## src/rtl/program_loader_ctrl_if.sv

```systemverilog
`default_nettype none
// ============================================================================
// Module      : program_loader_ctrl_if
// Description : UART byte input plus instruction-memory write port and
//               core-control outputs of the program loader.
// Revision    : 1.0 - initial release
// ============================================================================
interface program_loader_ctrl_if #(
    parameter int INST_MEM_WIDTH = 2
);
    logic                      load_req;
    logic [7:0]                rx_data;
    logic                      rx_valid;
    logic                      wr_en;
    logic [INST_MEM_WIDTH-1:0] wr_addr;
    logic [31:0]               wr_data;
    logic                      cpu_run;
    logic                      cpu_reset;
    logic                      busy;
    logic                      error;
    logic [INST_MEM_WIDTH:0]   words_loaded;

    modport master (
        output load_req, rx_data, rx_valid,
        input  wr_en, wr_addr, wr_data, cpu_run, cpu_reset, busy, error, words_loaded
    );

    modport slave (
        input  load_req, rx_data, rx_valid,
        output wr_en, wr_addr, wr_data, cpu_run, cpu_reset, busy, error, words_loaded
    );
endinterface
`default_nettype wire

```

## src/rtl/program_loader_ctrl.sv

```systemverilog
`default_nettype none
// ============================================================================
// Module      : program_loader_ctrl
// Description : Parses a word-count header from UART bytes, writes the
//               following 32-bit words to instruction memory and restarts
//               the core once the image is complete.
// Revision    : 1.0 - initial release
// ============================================================================
module program_loader_ctrl #(
    parameter int INST_MEM_WIDTH = 2
) (
    input wire                   CLK,
    input wire                   reset,
    program_loader_ctrl_if.slave bus
);
    localparam int          W          = INST_MEM_WIDTH;
    localparam logic [32:0] c_capacity = 33'(1) << W;

    typedef enum logic [2:0] {
        S_IDLE = 3'd0,
        S_HDR  = 3'd1,
        S_DATA = 3'd2,
        S_DONE = 3'd3,
        S_ERR  = 3'd4
    } state_t;

    state_t         r_state;
    logic [1:0]     r_byte_cnt;
    logic [23:0]    r_shift;
    logic [W:0]     r_n_words;
    logic [W:0]     r_words_loaded;
    logic           r_wr_en;
    logic [W-1:0]   r_wr_addr;
    logic [31:0]    r_wr_data;
    logic           r_cpu_run;
    logic           r_cpu_reset;
    logic           r_busy;
    logic           r_error;

    logic [31:0]    w_word;
    logic [W:0]     w_words_next;

    // The current byte completes a big-endian word together with the three
    // previously shifted-in bytes of the same group.
    assign w_word       = {r_shift, bus.rx_data};
    assign w_words_next = r_words_loaded + (W+1)'(1);

    always_ff @(posedge CLK) begin
        if (reset) begin
            r_state        <= S_IDLE;
            r_byte_cnt     <= 2'd0;
            r_shift        <= 24'd0;
            r_n_words      <= '0;
            r_words_loaded <= '0;
            r_wr_en        <= 1'b0;
            r_wr_addr      <= '0;
            r_wr_data      <= 32'd0;
            r_cpu_run      <= 1'b1;
            r_cpu_reset    <= 1'b0;
            r_busy         <= 1'b0;
            r_error        <= 1'b0;
        end else begin
            r_wr_en     <= 1'b0;
            r_cpu_reset <= 1'b0;

            // A load request restarts from any state and drops a coincident byte.
            if (bus.load_req) begin
                r_state        <= S_HDR;
                r_busy         <= 1'b1;
                r_cpu_run      <= 1'b0;
                r_error        <= 1'b0;
                r_words_loaded <= '0;
                r_byte_cnt     <= 2'd0;
                r_shift        <= 24'd0;
            end else begin
                case (r_state)
                    S_IDLE: begin
                        r_busy <= 1'b0;
                    end

                    S_HDR, S_DATA: begin
                        if (bus.rx_valid) begin
                            r_byte_cnt <= r_byte_cnt + 2'd1;
                            r_shift    <= {r_shift[15:0], bus.rx_data};
                            if (r_byte_cnt == 2'd3) begin
                                if (r_state == S_HDR) begin
                                    // Full 32-bit count against capacity so
                                    // large headers cannot alias to small ones.
                                    if ({1'b0, w_word} > c_capacity) begin
                                        r_state <= S_ERR;
                                        r_error <= 1'b1;
                                        r_busy  <= 1'b0;
                                    end else if (w_word == 32'd0) begin
                                        r_state     <= S_DONE;
                                        r_cpu_reset <= 1'b1;
                                    end else begin
                                        r_state   <= S_DATA;
                                        r_n_words <= w_word[W:0];
                                    end
                                end else begin
                                    r_wr_en        <= 1'b1;
                                    r_wr_addr      <= r_words_loaded[W-1:0];
                                    r_wr_data      <= w_word;
                                    r_words_loaded <= w_words_next;
                                    if (w_words_next == r_n_words) begin
                                        r_state     <= S_DONE;
                                        r_cpu_reset <= 1'b1;
                                    end
                                end
                            end
                        end
                    end

                    S_DONE: begin
                        r_state   <= S_IDLE;
                        r_cpu_run <= 1'b1;
                        r_busy    <= 1'b0;
                    end

                    S_ERR: begin
                        r_error   <= 1'b1;
                        r_cpu_run <= 1'b0;
                        r_busy    <= 1'b0;
                    end

                    default: begin
                        r_state <= S_IDLE;
                        r_busy  <= 1'b0;
                    end
                endcase
            end
        end
    end

    assign bus.wr_en        = r_wr_en;
    assign bus.wr_addr      = r_wr_addr;
    assign bus.wr_data      = r_wr_data;
    assign bus.cpu_run      = r_cpu_run;
    assign bus.cpu_reset    = r_cpu_reset;
    assign bus.busy         = r_busy;
    assign bus.error        = r_error;
    assign bus.words_loaded = r_words_loaded;

endmodule
`default_nettype wire
```

## src/flat_wrapper.sv

```systemverilog
// flat-port wrapper written by rule: the top's interface ports become plain ports
module program_loader_ctrl_flat 
#(
    parameter int INST_MEM_WIDTH = 2
)
  (CLK, reset, bus_load_req, bus_rx_data, bus_rx_valid, bus_wr_en, bus_wr_addr, bus_wr_data, bus_cpu_run, bus_cpu_reset, bus_busy, bus_error, bus_words_loaded);
  program_loader_ctrl_if #(.INST_MEM_WIDTH(INST_MEM_WIDTH)) bus_i ();
  input wire CLK;
  input wire reset;
  input wire logic [$bits(bus_i.load_req)-1:0] bus_load_req;
  input wire logic [$bits(bus_i.rx_data)-1:0] bus_rx_data;
  input wire logic [$bits(bus_i.rx_valid)-1:0] bus_rx_valid;
  output wire logic [$bits(bus_i.wr_en)-1:0] bus_wr_en;
  output wire logic [$bits(bus_i.wr_addr)-1:0] bus_wr_addr;
  output wire logic [$bits(bus_i.wr_data)-1:0] bus_wr_data;
  output wire logic [$bits(bus_i.cpu_run)-1:0] bus_cpu_run;
  output wire logic [$bits(bus_i.cpu_reset)-1:0] bus_cpu_reset;
  output wire logic [$bits(bus_i.busy)-1:0] bus_busy;
  output wire logic [$bits(bus_i.error)-1:0] bus_error;
  output wire logic [$bits(bus_i.words_loaded)-1:0] bus_words_loaded;
  assign bus_i.load_req = bus_load_req;
  assign bus_i.rx_data = bus_rx_data;
  assign bus_i.rx_valid = bus_rx_valid;
  assign bus_wr_en = bus_i.wr_en;
  assign bus_wr_addr = bus_i.wr_addr;
  assign bus_wr_data = bus_i.wr_data;
  assign bus_cpu_run = bus_i.cpu_run;
  assign bus_cpu_reset = bus_i.cpu_reset;
  assign bus_busy = bus_i.busy;
  assign bus_error = bus_i.error;
  assign bus_words_loaded = bus_i.words_loaded;
  program_loader_ctrl #(.INST_MEM_WIDTH(INST_MEM_WIDTH)) u_core (.CLK(CLK), .reset(reset), .bus(bus_i));
endmodule
```

## config.mk

```make
export PLATFORM = sky130hd
export DESIGN_NAME = program_loader_ctrl_flat
export DESIGN_NICKNAME = d
export VERILOG_FILES = /design/src/rtl/program_loader_ctrl_if.sv /design/src/rtl/program_loader_ctrl.sv /design/src/flat_wrapper.sv
export SDC_FILE = /design/constraint.sdc
export NUM_CORES = 1
export LEC_CHECK = 0
export CORE_MARGIN = 2
export CORE_UTILIZATION = 51
export DETAILED_ROUTE_END_ITERATION = 16
export HOLD_SLACK_MARGIN = 0.12
export PLACE_DENSITY = 0.81
export SETUP_SLACK_MARGIN = 0.15
export SYNTH_ARGS = -nofsm -noshare
export SYNTH_HDL_FRONTEND = slang
export SYNTH_SLANG_ARGS = --single-unit
```

## constraint.sdc

```tcl
create_clock -name CLK -period 2.15 [get_ports CLK]
set_input_delay 0.43 -clock CLK [delete_from_list [all_inputs] [get_ports CLK]]
set_output_delay 0.43 -clock CLK [all_outputs]
set_load 0.01 [all_outputs]
```

==> results of run 1 <==
## per-stage QoR
step | power [µW] | setup WS, ns | TNS [ns] | cells
floorplan | 1490 | 0.362 | 0 | 359
global placement | 1540 | -0.0284 | -0.618 | 478
detailed placement | 1550 | -0.0739 | -1.16 | 478
CTS | 2420 | 0.235 | 0 | 493
global route | 2490 | 0.154 | 0 | 493
finish | 2390 | 0.234 | 0 | 493
## cell type report
class / count / area (µm²) / share of cell area (%)
sequential: 74 / 1490 / 39.9
tap: 72 / 90.1 / 2.42
timing repair buffer: 70 / 661 / 17.7
clock buffer: 12 / 135 / 3.63
multi-input combinational: 259 / 1330 / 35.6
clock inverter: 3 / 17.5 / 0.470
inverter: 3 / 11.3 / 0.302
## synth_stat cells, types with 2 or more instances
cell	n	area (µm²)
nand2_1	126	473
dfxtp_1	74	1480
a21oi_1	62	310
clkbuf_1	15	56.3
nor2_1	8	30.0
nor4_1	8	50.1
buf_2	6	30.0
mux2i_1	4	40.0
nand3_1	4	20.0
nand4_1	4	25.0
nor3_1	4	20.0
xnor2_1	4	35.0
xor2_1	4	35.0
inv_1	3	11.3
o21ai_0	3	15.0
and2_1	2	12.5
and4_1	2	17.5
buf_6	2	22.5
ha_1	2	25.0
o21a_1	2	15.0
or3_1	2	12.5
or3b_4	2	22.5
## report_power, final
| part | leakage [µW] | switching, µW | internal, µW |
|---|---|---|---|
| combinational | 0.000598 | 81.2 | 54.2 |
| clock | 0.0000762 | 467 | 410 |
| sequential | 0.000598 | 6.21 | 1380 |
| total | 0.00127 | 555 | 1840 |
## worst reg2reg max path: stages, from the launching register on
cell	delay [ns]
dfxtp_4	0.39
or3b_4	0.41
or3b_4	0.43
nor4_4	0.40
mux2i_1	0.22
## worst max-delay path by stage
stage / end / slack (ns) / depth (start not counted)
2_1_floorplan: u_core.r_n_words[0] / 0.36 / 5
3_3_place_gp: u_core.bus.wr_data[23] / -0.03 / 6
3_5_place_dp: u_core.bus.cpu_reset / -0.07 / 5
4_1_cts: u_core.r_n_words[2] / 0.24 / 4
5_1_grt: u_core.r_n_words[2] / 0.15 / 4
6_report: u_core.r_n_words[2] / 0.23 / 4
## kinds of logic after synthesis
kind of cell             Yosys count  synth area share [%]
adder cells (fa/ha/maj)            2                 0.861
AND/OR/NAND/NOR                  171                  26.4
AO/OA/AOI/OAI                     74                  13.8
flip-flops                        74                  51.0
buffers and inverters             26                  4.13
multiplexers                       4                  1.38
XOR/XNOR                           8                  2.41
## metal layers
layer | GRT usage [%] | vias to the layer above
met3 | 4.52 | 8
met1 | 29.1 | 1263
met4 | 9.14 | 0
met2 | 36.4 | 89
li1 | - | 1322
met5 | 0 | -
## state kept, by name (all words and copies together) (netlist names)
signal                   cells
u_core.r_state               3
u_core.bus.words_loaded      3
u_core.bus.cpu_run           1
u_core.bus.wr_data          32
u_core.bus.wr_en             1
u_core.bus.busy              1
u_core.bus.error             1
u_core.bus.wr_addr           2
u_core.bus.cpu_reset         1
u_core.r_shift              24
u_core.r_byte_cnt            2
u_core.r_n_words             3
## cell usage in the layout, fill, tap and decap left out, drive strengths merged, types with 4 or more instances in the layout
master and instances:
a21oi 62, buf 17, clkbuf 12, clkdlybuf4s50 52, dfxtp 74, mux2i 4
nand2 126, nand3 4, nand4 4, nor2 8, nor3 4, nor4 10
xnor2 4, xor2 4
==> impl_metrics.py, run 1 <==
metrics = {
    "cells_and_area": {
        "finalCoreUtilization_pct": 67.7,
        "drive_above_1_share_pct": 9.26,
        "area_growth_pct": 28.2,
        "diodes": 0,
        "finalNetCount": 431,
        "fin_area_um2": 3730,
        "fillers": 485,
    },
    "setup_path": {
        "reg2reg_slack_ns": 0.23,
        "critPathMaxFanout": 11,
        "worst_path_largest_cell_delay_ns": 0.43,
        "arrival_ns": 2.18,
        "crit_required_ns": 2.42,
        "crit_family": "simple AND/OR/NAND/NOR gates",
        "crit_chain": "or3b_4 > or3b_4 > nor4_4 > mux2i_1",
        "crit_start": "u_core.r_state[1]",
        "reg2regPathDepth": 4,
        "critPathLaunchType": "register",
        "r2r-start": "u_core.r_state[1]",
        "cp.buffers_inverters": 0,
        "cpMostUsedCell": "or3b_4",
        "crit_path_top_delay_cell": "or3b_4",
        "r2r-end": "u_core.r_n_words[2]",
        "crit_path_end_kind": "register",
        "critical_path_class": "reg2reg",
    },
    "clock_tree": {
        "clockBufferDepth": 2,
        "post_cts_buffers": 0,
        "htreeDepth": 3,
        "clk_latency_ns": 0.34,
        "cts.sinks": 74,
        "root_buffer": "clkbuf_8",
        "ctsHoldBuffers": 0,
        "cts_tree": "built",
        "cts.clk_slew.worst_paths_ns": 0.07,
        "cts_inserted_buffers": 9,
        "cts_resized": 0,
    },
    "grt": {
        "grt_max_degree": 39,
        "grt_pass1_wl_um": 11100,
        "antenna_found_initial": 0,
        "grt_pass1_vias": 2443,
        "grt.total_usage_pct": 22.4,
        "overflow": 0,
    },
    "place": {
        "dpl.hpwl_um": 4670,
        "place_area_um2": 3550,
        "finalWeightedCongestion": 0.836,
        "io_buffers": 53,
    },
    "timing": {
        "rsz0062_at_grt": "no",
        "finalSetupViolCount": 0,
        "max_slew_margin_pct": 72.7,
        "timing.hold.ws_ns": 0.453,
        "worst_pin_slew_ns": 0.405,
        "slew_viol_final": 0,
        "fin_crit_ns": 1.92,
        "period_share_pct": 89.1,
        "finalHoldViolCount": 0,
        "fin_skew_ns": 0.00474,
        "max_freq_mhz": 522,
    },
    "yosys": {
        "synthCells": 359,
        "ys.flop_type": "dfxtp_1",
        "yosysSeqAreaShare_pct": 51.0,
        "synth_edf_count": 0,
        "synth_fp_nets": 373,
        "synth_area_um2": 2910,
        "async_flop_share_pct": 0,
        "synth-seq-cells": 74,
        "avgSynthCellArea_um2": 8.10,
        "ys_types": 38,
        "yosysWarningCount": 0,
    },
    "route": {
        "drt-total-wl_um": 6730,
        "top_layer": "met4",
        "postRouteAntennaNets": 0,
        "drt_iter0_markers": 182,
        "viasPerCell": 5.44,
        "first_pass_iters": 4,
        "wl_met1_um": 2980,
        "wl_per_cell_um": 13.6,
        "via_count": 2682,
        "wl_met2_um": 3270,
        "drc": 0,
        "met3WireLength_um": 398,
    },
    "floorplanning": {
        "io_pins": 54,
        "core_um2": 5510,
        "dieHeight_um": 79.5,
        "std_cell_rows": 27,
        "start_util_pct": 52.8,
        "die_w_um": 79.5,
        "die_area_um2": 6320,
    },
    "run_status": {
        "status": "finished, final reports clean",
    },
    "min_path": {
        "hold_end": "u_core.bus.wr_data[0]",
        "hold-path-cell-count": 2,
        "min_from": "u_core.bus.wr_data[0]",
        "min_path_type": "reg2reg",
    },
    "power": {
        "powerDensity_nw_per_um2": 643,
        "vdd_drop_max_v": 0.000422,
        "p_leak_uw": 0.00127,
    },
    "flow_run": {
        "maxCapViolations": 0,
    },
}
No activity file was read; power rests on OpenSTA's default activity.
==> run 2, diff against run 1 <==
--- a/config.mk
+++ b/config.mk
@@ -5,6 +5,7 @@
 export SDC_FILE = /design/constraint.sdc
 export NUM_CORES = 1
 export LEC_CHECK = 0
+export CORE_ASPECT_RATIO = 0.8
 export CORE_MARGIN = 2
 export CORE_UTILIZATION = 51
 export DETAILED_ROUTE_END_ITERATION = 16
@@ -14,3 +15,4 @@
 export SYNTH_ARGS = -nofsm -noshare
 export SYNTH_HDL_FRONTEND = slang
 export SYNTH_SLANG_ARGS = --single-unit
+export TNS_END_PERCENT = 30
==> run 2 against run 1 <==
  * Hold slack hardly changed
  * Count of clock-buffer cells in the layout is 2 lower
  * Register-to-register slack better by 0.096 ns
  * Critical path type is now in2reg
==> impl_metrics.py, run 2 (synthesis results as in run 1) <==
metrics = {
    "timing": {
        "max_slew_margin_pct": 73.1,
        "fin_skew_ns": 0.0100,
        "rsz0062_at_grt": "yes",
        "max_freq_mhz": 531,
        "period_share_pct": 87.5,
        "fin_crit_ns": 1.88,
        "slew_viol_final": 0,
        "worst_pin_slew_ns": 0.399,
        "tns_ns": 0,
        "finalSetupViolCount": 0,
        "setup_slack_ns": 0.268,
        "finalHoldViolCount": 0,
    },
    "route": {
        "wl_per_cell_um": 13.4,
        "drc": 0,
        "via_count": 2636,
        "drt-total-wl_um": 6720,
        "postRouteAntennaNets": 0,
        "viasPerCell": 5.26,
        "first_pass_iters": 5,
        "drt_iter0_markers": 143,
    },
    "clock_tree": {
        "clockBufferDepth": 2,
        "clk_latency_ns": 0.35,
        "cts.clk_slew.worst_paths_ns": 0.08,
        "root_buffer": "clkbuf_8",
        "htreeDepth": 3,
        "cts_tree": "built",
        "cts_resized": 0,
        "cts_inserted_buffers": 9,
        "cts.sinks": 74,
    },
    "place": {
        "place_ws_ns": -0.122,
        "io_buffers": 53,
        "finalWeightedCongestion": 0.879,
        "dpl.hpwl_um": 4800,
    },
    "grt": {
        "grt_pass1_vias": 2505,
        "grt_max_degree": 30,
        "antenna_found_initial": 0,
        "grt_pass1_wl_um": 11500,
        "overflow": 0,
        "grt.total_usage_pct": 23.1,
    },
    "power": {
        "switching_share_pct": 23.1,
        "combPwrFrac_pct": 5.1,
        "seqPwrFrac_pct": 53.2,
        "vdd_drop_max_v": 0.000366,
        "power_frac_clock_pct": 41.6,
        "internal_power_uw": 2000,
        "p_leak_uw": 0.00129,
        "power.net_switching_uw": 600,
        "powerDensity_nw_per_um2": 689,
    },
    "setup_path": {
        "crit_path_end_kind": "register",
        "critical_path_class": "in2reg",
        "arrival_ns": 2.16,
        "critPathMaxFanout": 3,
        "critPathLaunchType": "input port",
        "crit_required_ns": 2.43,
    },
    "floorplanning": {
        "core_um2": 5470,
        "std_cell_rows": 24,
        "die_area_um2": 6320,
        "start_util_pct": 53.2,
        "dieHeight_um": 71.5,
        "die_w_um": 88.4,
        "io_pins": 54,
    },
    "flow_run": {
        "maxCapViolations": 0,
    },
    "cells_and_area": {
        "area_growth_pct": 29.8,
        "finalNetCount": 432,
        "multi_input_area_um2": 1310,
        "register_area_um2": 1480,
        "fillers": 490,
        "largest_register_ffs": 32,
        "layout_commonest_cell": "nand2_1",
        "diodes": 0,
        "final_cell_mix": "nand2_1, dfxtp_1, a21oi_1",
        "drive_above_1_share_pct": 9.69,
    },
    "run_status": {
        "status": "finished, final reports clean",
    },
    "min_path": {
        "min_path_type": "reg2reg",
    },
}
-- run 2: critical path, cell delays in order --
cell             delay [ns]
clkdlybuf4s50_1        0.44
nor4_1                 0.37
nand4_1                0.25
nor4_4                 0.45
mux2i_1                0.22
-- run 2: final timing paths --
kind / from / to / slack [ns] / depth (start not counted)
setup / recovery: bus_rx_data[6] / u_core.r_n_words[1] / 0.27 / 5
hold / removal: u_core.bus.wr_data[26] / u_core.bus.wr_data[26] / 0.45 / 2
setup reg to reg: u_core.r_state[0] / u_core.r_n_words[1] / 0.33 / 4
hold reg to reg: u_core.bus.wr_data[26] / u_core.bus.wr_data[26] / 0.45 / 2
-- run 2: layer usage --
metal / part of all wire (%) / vias up / global-route usage, %
met2: 46 / 65 / 36.1
li1: - / 1323 / -
met1: 47 / 1234 / 30.8
met5: 0 / - / 0
met4: 1.6 / 0 / 8.08
met3: 5.1 / 14 / 6.45
-- run 2: power groups by stage --
stage                     combinational (µW)  clock, µW  sequential [µW]
after floorplan                         71.6          0             1410
after global placement                   129          0             1420
after detailed placement                 132          0             1420
after CTS                                133       1110             1380
after global routing                     145       1150             1380
final                                    133       1080             1380
-- run 2: area by class of cell --
type                    instances  share of cell area [%]
repair buffers                 71                    17.6
multi-input cells             259                    34.8
inverters                       3                   0.299
well taps                      78                    2.59
clock buffers                  10                    3.65
clock inverters                 6                    1.72
flip-flops and latches         74                    39.3
-- run 2: what timing repair did --
item | CTS | global route
hold buffers | 0 | 0
endpoints found under the setup margin | 0 | 1
setup buffers | 0 | 0
-- run 2: metrics by stage --
step / cells / total power, µW / utilization, % / area [µm²] / hold slack (ns)
final: 501 / 2600 / 69.0 / 3770 / 0.453
after global routing: 501 / 2680 / 69.0 / 3770 / 0.481
after CTS: 501 / 2620 / 69.0 / 3770 / 0.457
after global placement: 485 / 1540 / 65.3 / 3570 / 0.443
after floorplan: 359 / 1490 / - / 2910 / 0.440
after detailed placement: 485 / 1550 / 65.3 / 3570 / 0.448
